File: config.mk
export PLATFORM = sky130hd
export DESIGN_NAME = cat_trap_move_ctrl
export DESIGN_NICKNAME = d
export VERILOG_FILES = /design/src/rtl/cat_trap_move_ctrl.sv
export SDC_FILE = /design/constraint.sdc
export NUM_CORES = 1
export LEC_CHECK = 0
export BUFFER_PORTS_ARGS = -buffer_cell sky130_fd_sc_hd__buf_2
export CAP_MARGIN = 20
export CORE_ASPECT_RATIO = 1.2
export CORE_MARGIN = 2
export CORE_UTILIZATION = 35
export DETAILED_ROUTE_END_ITERATION = 8
export HOLD_SLACK_MARGIN = 0.15
export SLEW_MARGIN = 20
export SYNTH_ARGS = -nofsm -noshare
export SYNTH_HDL_FRONTEND = slang
export SYNTH_SLANG_ARGS = --single-unit
File: constraint.sdc
create_clock -name board_clk -period 12.5 [get_ports board_clk]
set_clock_uncertainty 0.05 [all_clocks]
set_input_delay 2.5 -clock board_clk [delete_from_list [all_inputs] [get_ports board_clk]]
set_output_delay 2.5 -clock board_clk [all_outputs]
set_load 0.1 [all_outputs]
File: src/rtl/cat_trap_move_ctrl.sv
// cat_trap_move_ctrl
//   Sequences one CatTrap turn: debounces the place button, validates the
//   switch-selected cell, marks it in the BOARD_N x BOARD_N occupancy map,
//   hands the turn to the cat-move engine (req/ack) and evaluates win/lose.
//
// Optional feature macro: INIT_BLOCKS_EN
//   defined   : an INIT state after CLEAR pre-blocks INIT_BLOCKS LFSR-chosen cells
//   undefined : CLEAR goes straight to IDLE with an empty board
//
// Ports
//   board_clk, Reset        clock, asynchronous active-high reset
//   start_btn               raw place / new-game button (asynchronous)
//   row_sel, col_sel        player-selected cell
//   cat_req / cat_ack       handshake with the cat-move engine
//   cat_row, cat_col        cat's new cell, valid with cat_ack
//   cat_trapped             cat has no legal move, valid with cat_ack
//   rd_row, rd_col          display read address
//   rd_blocked              registered occupancy of the read cell (0 if out of range)
//   cur_cat_row/col         tracked cat cell
//   move_cnt                accepted player moves this game, saturating at 255
//   err_pulse               one-cycle pulse on a rejected move
//   game_over, player_won   game finished / 1 = cat trapped, 0 = cat escaped
module cat_trap_move_ctrl #(
    parameter int BOARD_N     = 11,
    parameter int DEB_CYCLES  = 1000000,
    parameter int INIT_BLOCKS = 6
) (
    input  logic       board_clk,
    input  logic       Reset,
    input  logic       start_btn,
    input  logic [3:0] row_sel,
    input  logic [3:0] col_sel,
    output logic       cat_req,
    input  logic       cat_ack,
    input  logic [3:0] cat_row,
    input  logic [3:0] cat_col,
    input  logic       cat_trapped,
    input  logic [3:0] rd_row,
    input  logic [3:0] rd_col,
    output logic       rd_blocked,
    output logic [3:0] cur_cat_row,
    output logic [3:0] cur_cat_col,
    output logic [7:0] move_cnt,
    output logic       err_pulse,
    output logic       game_over,
    output logic       player_won
);

    localparam int         CELLS  = BOARD_N * BOARD_N;
    localparam int         IW     = $clog2(CELLS);
    localparam int         DW     = $clog2(DEB_CYCLES + 1);
    localparam logic [3:0] CENTRE = 4'(BOARD_N / 2);
    localparam logic [3:0] LAST   = 4'(BOARD_N - 1);
    localparam logic [3:0] SIDE   = 4'(BOARD_N);

    if (BOARD_N > 15 || BOARD_N < 2 || INIT_BLOCKS < 0 || INIT_BLOCKS > 255) begin : g_param_err
        $error("cat_trap_move_ctrl: BOARD_N must be 2..15 and INIT_BLOCKS 0..255");
    end

    typedef enum logic [3:0] {
        S_CLEAR, S_INIT, S_IDLE, S_LATCH, S_CHECK,
        S_WRITE, S_CAT_REQ, S_CAT_WAIT, S_EVAL, S_DONE
    } state_t;

    state_t          r_state, w_next;
    logic [1:0]      r_sync;
    logic [DW-1:0]   r_deb_cnt;
    logic            r_deb_fired, r_press;
    logic [CELLS-1:0] r_map;
    logic [IW-1:0]   r_clr_idx;
    logic [3:0]      r_lrow, r_lcol, r_cat_row, r_cat_col;
    logic [7:0]      r_move_cnt;
    logic            r_won, r_rd;
    logic            w_err, w_cat_req;

    function automatic logic [IW-1:0] cell_idx(input logic [3:0] r, input logic [3:0] c);
        return IW'(r) * IW'(BOARD_N) + IW'(c);
    endfunction

    // Latched-cell validation
    logic          w_lat_in, w_lat_blocked, w_lat_is_cat, w_reject, w_cat_edge, w_rd_in;
    logic [IW-1:0] w_lat_idx;
    assign w_lat_in      = (r_lrow < SIDE) && (r_lcol < SIDE);
    assign w_lat_idx     = cell_idx(r_lrow, r_lcol);
    assign w_lat_blocked = r_map[w_lat_idx];
    assign w_lat_is_cat  = (r_lrow == r_cat_row) && (r_lcol == r_cat_col);
    // Out-of-range is tested first so the map is never trusted for a bad index
    assign w_reject      = !w_lat_in || w_lat_blocked || w_lat_is_cat;
    assign w_cat_edge    = (r_cat_row == 4'd0) || (r_cat_row == LAST) ||
                           (r_cat_col == 4'd0) || (r_cat_col == LAST);
    assign w_rd_in       = (rd_row < SIDE) && (rd_col < SIDE);

`ifdef INIT_BLOCKS_EN
    logic [15:0] r_lfsr;
    logic [7:0]  r_init_cnt;
    logic [3:0]  w_init_row, w_init_col;
    logic [IW-1:0] w_init_idx;
    logic        w_init_ok;
    assign w_init_row = r_lfsr[3:0] % SIDE;
    assign w_init_col = r_lfsr[7:4] % SIDE;
    assign w_init_idx = cell_idx(w_init_row, w_init_col);
    assign w_init_ok  = !r_map[w_init_idx] &&
                        !((w_init_row == r_cat_row) && (w_init_col == r_cat_col));
`endif

    // Button: 2-FF synchronizer + hold counter; one event per high period
    always_ff @(posedge board_clk or posedge Reset) begin
        if (Reset) begin
            r_sync      <= '0;
            r_deb_cnt   <= '0;
            r_deb_fired <= 1'b0;
            r_press     <= 1'b0;
        end else begin
            r_sync  <= {r_sync[0], start_btn};
            r_press <= 1'b0;
            if (!r_sync[1]) begin
                r_deb_cnt   <= '0;
                r_deb_fired <= 1'b0;
            end else if (!r_deb_fired) begin
                if (r_deb_cnt == DW'(DEB_CYCLES - 1)) begin
                    r_press     <= 1'b1;
                    r_deb_fired <= 1'b1;
                end else begin
                    r_deb_cnt <= r_deb_cnt + 1'b1;
                end
            end
        end
    end

    always_ff @(posedge board_clk or posedge Reset) begin
        if (Reset) r_state <= S_CLEAR;
        else       r_state <= w_next;
    end

    always_comb begin
        w_next    = r_state;
        w_err     = 1'b0;
        w_cat_req = 1'b0;
        case (r_state)
            S_CLEAR: begin
                if (r_clr_idx == IW'(CELLS - 1)) begin
`ifdef INIT_BLOCKS_EN
                    w_next = S_INIT;
`else
                    w_next = S_IDLE;
`endif
                end
            end
`ifdef INIT_BLOCKS_EN
            S_INIT:     if (r_init_cnt == 8'(INIT_BLOCKS)) w_next = S_IDLE;
`endif
            S_IDLE:     if (r_press) w_next = S_LATCH;
            S_LATCH:    w_next = S_CHECK;
            S_CHECK: begin
                if (w_reject) begin
                    w_err  = 1'b1;
                    w_next = S_IDLE;
                end else begin
                    w_next = S_WRITE;
                end
            end
            S_WRITE:    w_next = S_CAT_REQ;
            S_CAT_REQ: begin
                w_cat_req = 1'b1;
                w_next    = S_CAT_WAIT;
            end
            S_CAT_WAIT: begin
                w_cat_req = 1'b1;
                if (cat_ack) w_next = cat_trapped ? S_DONE : S_EVAL;
            end
            S_EVAL:     w_next = w_cat_edge ? S_DONE : S_IDLE;
            S_DONE:     if (r_press) w_next = S_CLEAR;
            default:    w_next = S_CLEAR;
        endcase
    end

    always_ff @(posedge board_clk or posedge Reset) begin
        if (Reset) begin
            r_map      <= '0;
            r_clr_idx  <= '0;
            r_lrow     <= '0;
            r_lcol     <= '0;
            r_cat_row  <= CENTRE;
            r_cat_col  <= CENTRE;
            r_move_cnt <= '0;
            r_won      <= 1'b0;
            r_rd       <= 1'b0;
`ifdef INIT_BLOCKS_EN
            r_lfsr     <= 16'hACE1;
            r_init_cnt <= '0;
`endif
        end else begin
            // Sampled before any same-cycle write lands, so WRITE reads the old value
            r_rd <= w_rd_in ? r_map[cell_idx(rd_row, rd_col)] : 1'b0;
            case (r_state)
                S_CLEAR: begin
                    r_map[r_clr_idx] <= 1'b0;
                    r_clr_idx  <= (r_clr_idx == IW'(CELLS - 1)) ? '0 : r_clr_idx + 1'b1;
                    r_move_cnt <= '0;
                    r_cat_row  <= CENTRE;
                    r_cat_col  <= CENTRE;
                    r_won      <= 1'b0;
`ifdef INIT_BLOCKS_EN
                    r_init_cnt <= '0;
`endif
                end
`ifdef INIT_BLOCKS_EN
                S_INIT: begin
                    r_lfsr <= {r_lfsr[14:0], r_lfsr[15] ^ r_lfsr[13] ^ r_lfsr[12] ^ r_lfsr[10]};
                    if (r_init_cnt != 8'(INIT_BLOCKS) && w_init_ok) begin
                        r_map[w_init_idx] <= 1'b1;
                        r_init_cnt        <= r_init_cnt + 1'b1;
                    end
                end
`endif
                S_LATCH: begin
                    r_lrow <= row_sel;
                    r_lcol <= col_sel;
                end
                S_WRITE: begin
                    r_map[w_lat_idx] <= 1'b1;
                    if (r_move_cnt != 8'hFF) r_move_cnt <= r_move_cnt + 1'b1;
                end
                S_CAT_WAIT: begin
                    if (cat_ack) begin
                        if (cat_trapped) begin
                            r_won <= 1'b1;
                        end else begin
                            r_cat_row <= cat_row;
                            r_cat_col <= cat_col;
                        end
                    end
                end
                S_EVAL:  if (w_cat_edge) r_won <= 1'b0;
                default: ;
            endcase
        end
    end

    assign cat_req     = w_cat_req;
    assign err_pulse   = w_err;
    assign game_over   = (r_state == S_DONE);
    assign player_won  = r_won;
    assign rd_blocked  = r_rd;
    assign cur_cat_row = r_cat_row;
    assign cur_cat_col = r_cat_col;
    assign move_cnt    = r_move_cnt;

endmodule

After elaboration in Yosys (flattened, before gate mapping). Cells that the tools add are included.

Register bits after elaboration: 182. Input bits: 29. Logic and storage cells: 123.

$add $sub $neg: 5. $mul: 2. $lt $le $gt $ge: 9. Equal/unequal tests: 25. Multiplexer cells: 42. Bitwise logic cells: 3. Reduce and logical (&&, ||, !) cells: 23.

Operator list (count): 121-bit one-hot mux with 2 select lines (1); 121-bit AND (1); 121-bit inverter (1); 121-bit bitwise OR (1); 20-bit two-way mux (3); 4-bit two-way mux (9); 4-bit one-hot mux with 9 select lines (1); 7-bit by 8-bit less-than comparator with 1-bit output (second input constant) (3); 20-bit by 1-bit adder with 20-bit output (second input constant) (1); 20-bit == test (second input constant) (1); 2-bit inequality test (second input constant) (9); 1-bit two-way mux (17); 4-bit by 3-bit == test with 1-bit output (second input constant) (4); 4-bit == test (second input constant) (4); 4-bit less-than comparator (second input constant) (4); 4-bit one-hot mux with 2 select lines (2); 8-bit one-hot mux with 2 select lines (1); 7-bit by 4-bit adder with 7-bit output (2); 1-bit binary-select mux with 7-bit select (2); 1-bit demux with 7-bit select (2); 7-bit by 1-bit greater-or-equal comparator with 1-bit output (second input constant) (2); 4-bit by 4-bit multiplier with 7-bit output (second input constant) (2); 4-bit zero test (3); 8-bit by 1-bit adder with 8-bit output (second input constant) (1); 19 further kinds (32).

Depth between registers and ports, before layout.
Depth in word-level cells: 8. Mapped depth: 16. Depth with buffers taken out: 13.

Worst setup path after synthesis. OpenSTA, ideal clock, no wires.

Path kind: reg2out. Start point: reg r_lrow[2]. End point: out err_pulse. Data arrival time: 5333 ps. Required time: 9950 ps. Slack: 4617 ps. Stages on the path, launching flop included: 15. Buffers on the path: 2. Cells stage by stage: dfrtp_1 ha_1 inv_1 fa_1 inv_1 fa_1 buf_2 buf_4 mux2i_1 mux4_2 a2111oi_0 o41ai_1 nand2_1 nor3_2 nor3_1.

Word-level cells in the longest chain between the ends: 8. Elaborated cells between the ends (all ways): 13. Classes of those cells: 1 x add/sub; 1 x mul; 1 x order compare; 1 x eq/ne; 4 x mux; 5 x reduce/logical.

Ends and longest elaborated chain: start, declared (line 71) `logic [3:0] r_lrow, r_lcol, r_cat_row, r_cat_col;`; start signal, assigned (line 217) `r_lrow <= row_sel;`; 4-bit by 4-bit multiplier with 7-bit output (line 77) `return IW'(r) * IW'(BOARD_N) + IW'(c);`; 7-bit by 4-bit adder with 7-bit output (line 77); 1-bit binary-select mux with 7-bit select (line 85) `assign w_lat_blocked = r_map[w_lat_idx];`; 1-bit two-way mux (not written as such) (line 85); 1-bit logical OR (line 88) `assign w_reject = !w_lat_in || w_lat_blocked || w_lat_is_cat;`; 1-bit logical OR * (line 88); 1-bit two-way mux * (line 155) `if (w_reject) begin`; 1-bit two-way mux * (line 139) `case (r_state)`; end, declared (line 44) `output logic err_pulse,`.

Mark *: on every way between the ends. The rest lies on a longest branch, timed or not. The select of a mux whose other input is x is not followed.

Worst setup path after layout. Ends and elaborated chain as after synthesis.

==> key figures <==
Outcome
  – Status: finished clean

Setup path
  – Worst setup path category: flip-flop to output port
  – WP data required: ~10000 ps
  – Critical path peak fanout: 45
  – CP startpoint kind: flip-flop
  – CP max stage cell: fa_2
  – Largest stage delay on the critical path: approximately 1300 ps
  – Crit Reg-Reg Startpoint: r_lrow[2]$_DFFE_PP0P_
  – Cells along the critical path: ha_1, inv_1, fa_1, inv_1, fa_2, nor2b_1, a22o_1, nand2_1, a41o_1, o211ai_1, a221o_1, nor3_2, nor3_1, buf_2
  – CP Launch Point: r_lrow[2]$_DFFE_PP0P_
  – CP most frequent cell: inv_1
  – Worst path top cell family by delay: adder cells
  – Worst setup EP type: output port
  – Worst Path Buf+Inv: 3
  – CP Data Arrival Time: about 5400 ps

Min path
  – Worst hold path type: flip-flop to flip-flop
  – Worst min-delay path startpoint: r_sync[0]$_DFF_PP0_

Yosys
  – Ranking of synthesized cells by area: dfrtp_1 42%, o21ai_0 13%, mux4_2 9.1%, ha_1 4.2%, nand2_1 2.8%
  – Post-synth EDFFs: 0
  – Netlist Area Pre-Place: about 0.011 sq mm
  – Prevailing post-synth register cell: dfrtp_1
  – Seq/Total Area, Yosys: 42.7%
  – Post-synth top area cell: dfrtp_1
  – FFs w/ async S/R, synth: 100%
  – Syn. warnings: 0
  – Synth Instances: 1081
  – Yosys top cell area share: a little over two fifths
  – FF+latch count, synth: around 180
  – Mapped Nets: 1152
  – Syn avg cell area: slightly below 10 sq um
  – Netlist cell types: 62

STA
  – Final setup TNS: 0 ps
  – Final setup viols: 0
  – Final hold slack: slightly above 300 ps
  – Max frequency: between 100 and 150 MHz
  – Minimum clock period: about 8000 ps
  – Slew headroom: around 28%
  – RSZ-0062 raised after global routing: no
  – Fin. max-slew vios: 0
  – Final worst-path cycle share: between 60% and 70%
  – Worst Setup Slack, final: between 4000 and 5000 ps
  – Worst Max-Slew Pin Slew: around 1100 ps
  – Final Hold Fails: 0

Floorplan
  – Die height: 195 microns
  – IO Count: 50
  – Die footprint: 0.0319 sq mm
  – Core footprint: about 0.030 sq mm
  – # rows: 70
  – Die X: ~160 microns
  – Initial core utilization: a little over a third

Clock network
  – Clk_lat worst skew: ~440 ps
  – Hold Buf Count CTS: 0
  – Reg clk slew, reported paths: ~80 ps
  – Longest Clk Path Bufs: 2
  – CTS tree: yes
  – H-tree depth: 4
  – CTS root buf: clkbuf_16
  – # resized after CTS: 0
  – Post-CTS setup buffer count: 0
  – CTS Buf Count: 17
  – Sink Count: around 180

GRT
  – Largest net degree at the start of global routing: about 120
  – Grt ovf: 0
  – Initial antenna violation count: 0
  – Vias in the first global route: 8878
  – Gr usage total: between 20% and 30%
  – Global-route wire length before repair: approximately 52 mm

Finish
  – Share of cells above drive strength 1: about 16%
  – Finished Cell Area: between 0.01 and 0.015 sq mm
  – Sequential cell area: ~0.0046 sq mm
  – Area occupied by multi-input gates: around 0.0058 sq mm
  – Area Growth Syn to Fin: 11.7%
  – Fill count: between 3000 and 4000
  – Antenna Cells: 0
  – Nets: 1182

Drt
  – Met1 WL: approximately 14 mm
  – Vias: about 9000
  – Metal2 WL: around 15 mm
  – Drt via density: between 5 and 6
  – DRC viols: 0
  – Initial DRT Pass Iterations: 6
  – Initial DRC Count: between 1000 and 1500
  – Final WL: between 30 and 40 mm
  – Routed len/inst: ~21 microns
  – Metal3 WL: 2.41 mm
  – Post-DRT Antenna Nets: 0
  – Top routing layer in use: met4

Placed design
  – DP Worst Slack: 5080 ps
  – Detailed placer's ending HPWL: ~22 mm
  – Port Buf Inserts: between 40 and 50
  – Post-DP Area: 0.0113 sq mm
  – GPL Wtd Cong: ~0.94

Pwr
  – VDD IR-drop max: 0.0982 mV
  – P_leak: around 5.2 nW
  – Power per cell area: 106 mW/mm^2

Flow run
  – Max_cap viols: 0
cell usage after synthesis (7+ instances only):
master,number
a21oi_1,30
nor2_1,61
mux2i_1,17
nand3_1,30
nor4_1,7
and2_1,19
buf_2,9
o22ai_1,7
xor2_1,24
o21ai_0,267
nand2_1,80
clkbuf_1,36
a31oi_1,8
or3_1,7
nor2b_1,13
inv_1,41
nor3_1,13
mux2_2,21
dfrtp_1,178
nand4_1,12
ha_1,36
xnor2_1,21
mux4_2,43
a221oi_1,12
area by class of cell:
| type | count | area share (%) |
|---|---|---|
| clock buffers | 17 | 3.57 |
| clock inverters | 15 | 1.60 |
| inverters | 41 | 1.35 |
| flip-flops and latches | 182 | 38.2 |
| repair buffers | 62 | 2.87 |
| multi-input cells | 807 | 48.2 |
| well taps | 396 | 4.15 |
worst register-to-register path, cell delays in order (launching register included):
cell,delay (ps)
dfrtp_1,460
ha_1,310
inv_1,50
fa_1,490
inv_1,70
fa_2,1290
mux2_2,440
nand2_1,70
a21oi_1,60
a2111oi_0,420
o211ai_1,160
a221o_1,390
nor4_1,460
o21ai_0,170
metal layers:
layer,global-route usage (%),vias up
met5,0,-
met4,7.86,0
met3,4.12,87
met2,32.6,448
met1,28.5,4437
li1,-,4049
cells by family after synthesis:
group	after synthesis	synth area share (%)
flops	182	42.7
fa+ha+maj	42	5.34
mux	81	12.9
simple gates	264	11.9
xor+xnor	47	4.05
buf+inv	92	3.51
compound gates	373	19.7
worst paths after layout:
check / endpoint / slack (ps) / cells after the start
setup / recovery: err_pulse / 4520 / 14
hold / removal: r_sync[1]$_DFF_PP0_ / 300 / 0
setup reg to reg: r_state[1]$_DFFE_PP0P_ / 7470 / 13
hold reg to reg: r_sync[1]$_DFF_PP0_ / 300 / 0
max in group asynchronous: r_map[107]$_DFFE_PP0P_ / 8830 / 3
min in group asynchronous: r_state[3]$_DFFE_PP0P_ / 2190 / 2
registers in the layout, summed over array words and instances, names as in the netlist:
register / count
r_map: 121
r_deb_cnt: 20
move_cnt: 8
r_clr_idx: 7
cur_cat_col: 4
cur_cat_row: 4
r_lcol: 4
r_lrow: 4
r_state: 4
r_sync: 2
player_won: 1
r_deb_fired: 1
r_press: 1
rd_blocked: 1
layout by cell type, fill, tap and decap left out, types with 19 or more instances in the layout:
master / Yosys / layout
nand3_1: 30 / 30
mux4_2: 43 / 43
xor2_1: 24 / 24
mux2_2: 21 / 21
and2_1: 19 / 19
nor2_1: 61 / 61
xnor2_1: 21 / 21
buf_2: 9 / 49
nand2_1: 80 / 80
inv_1: 41 / 40
o21ai_0: 267 / 267
ha_1: 36 / 35
a21oi_1: 30 / 30
dfrtp_1: 178 / 178
where the power goes:
part / internal [mW] / leakage (nW) / switching, mW / total [mW]
Clock: 0.276 / 0.301 / 0.285 / 0.561
Combinational: 0.0433 / 2.35 / 0.0729 / 0.116
Sequential: 0.590 / 2.50 / 0.00199 / 0.592
metrics by stage:
stage / util, % / power (mW) / cells
finish: 39.4 / 1.27 / 1520
global route: 39.4 / 1.31 / 1520
CTS: 39.4 / 1.28 / 1520
detailed placement: 37.3 / 0.720 / 1488
global placement: 37.3 / 0.719 / 1488
floorplan: - / 0.687 / 1081
No activity file was read; power rests on OpenSTA's default activity.
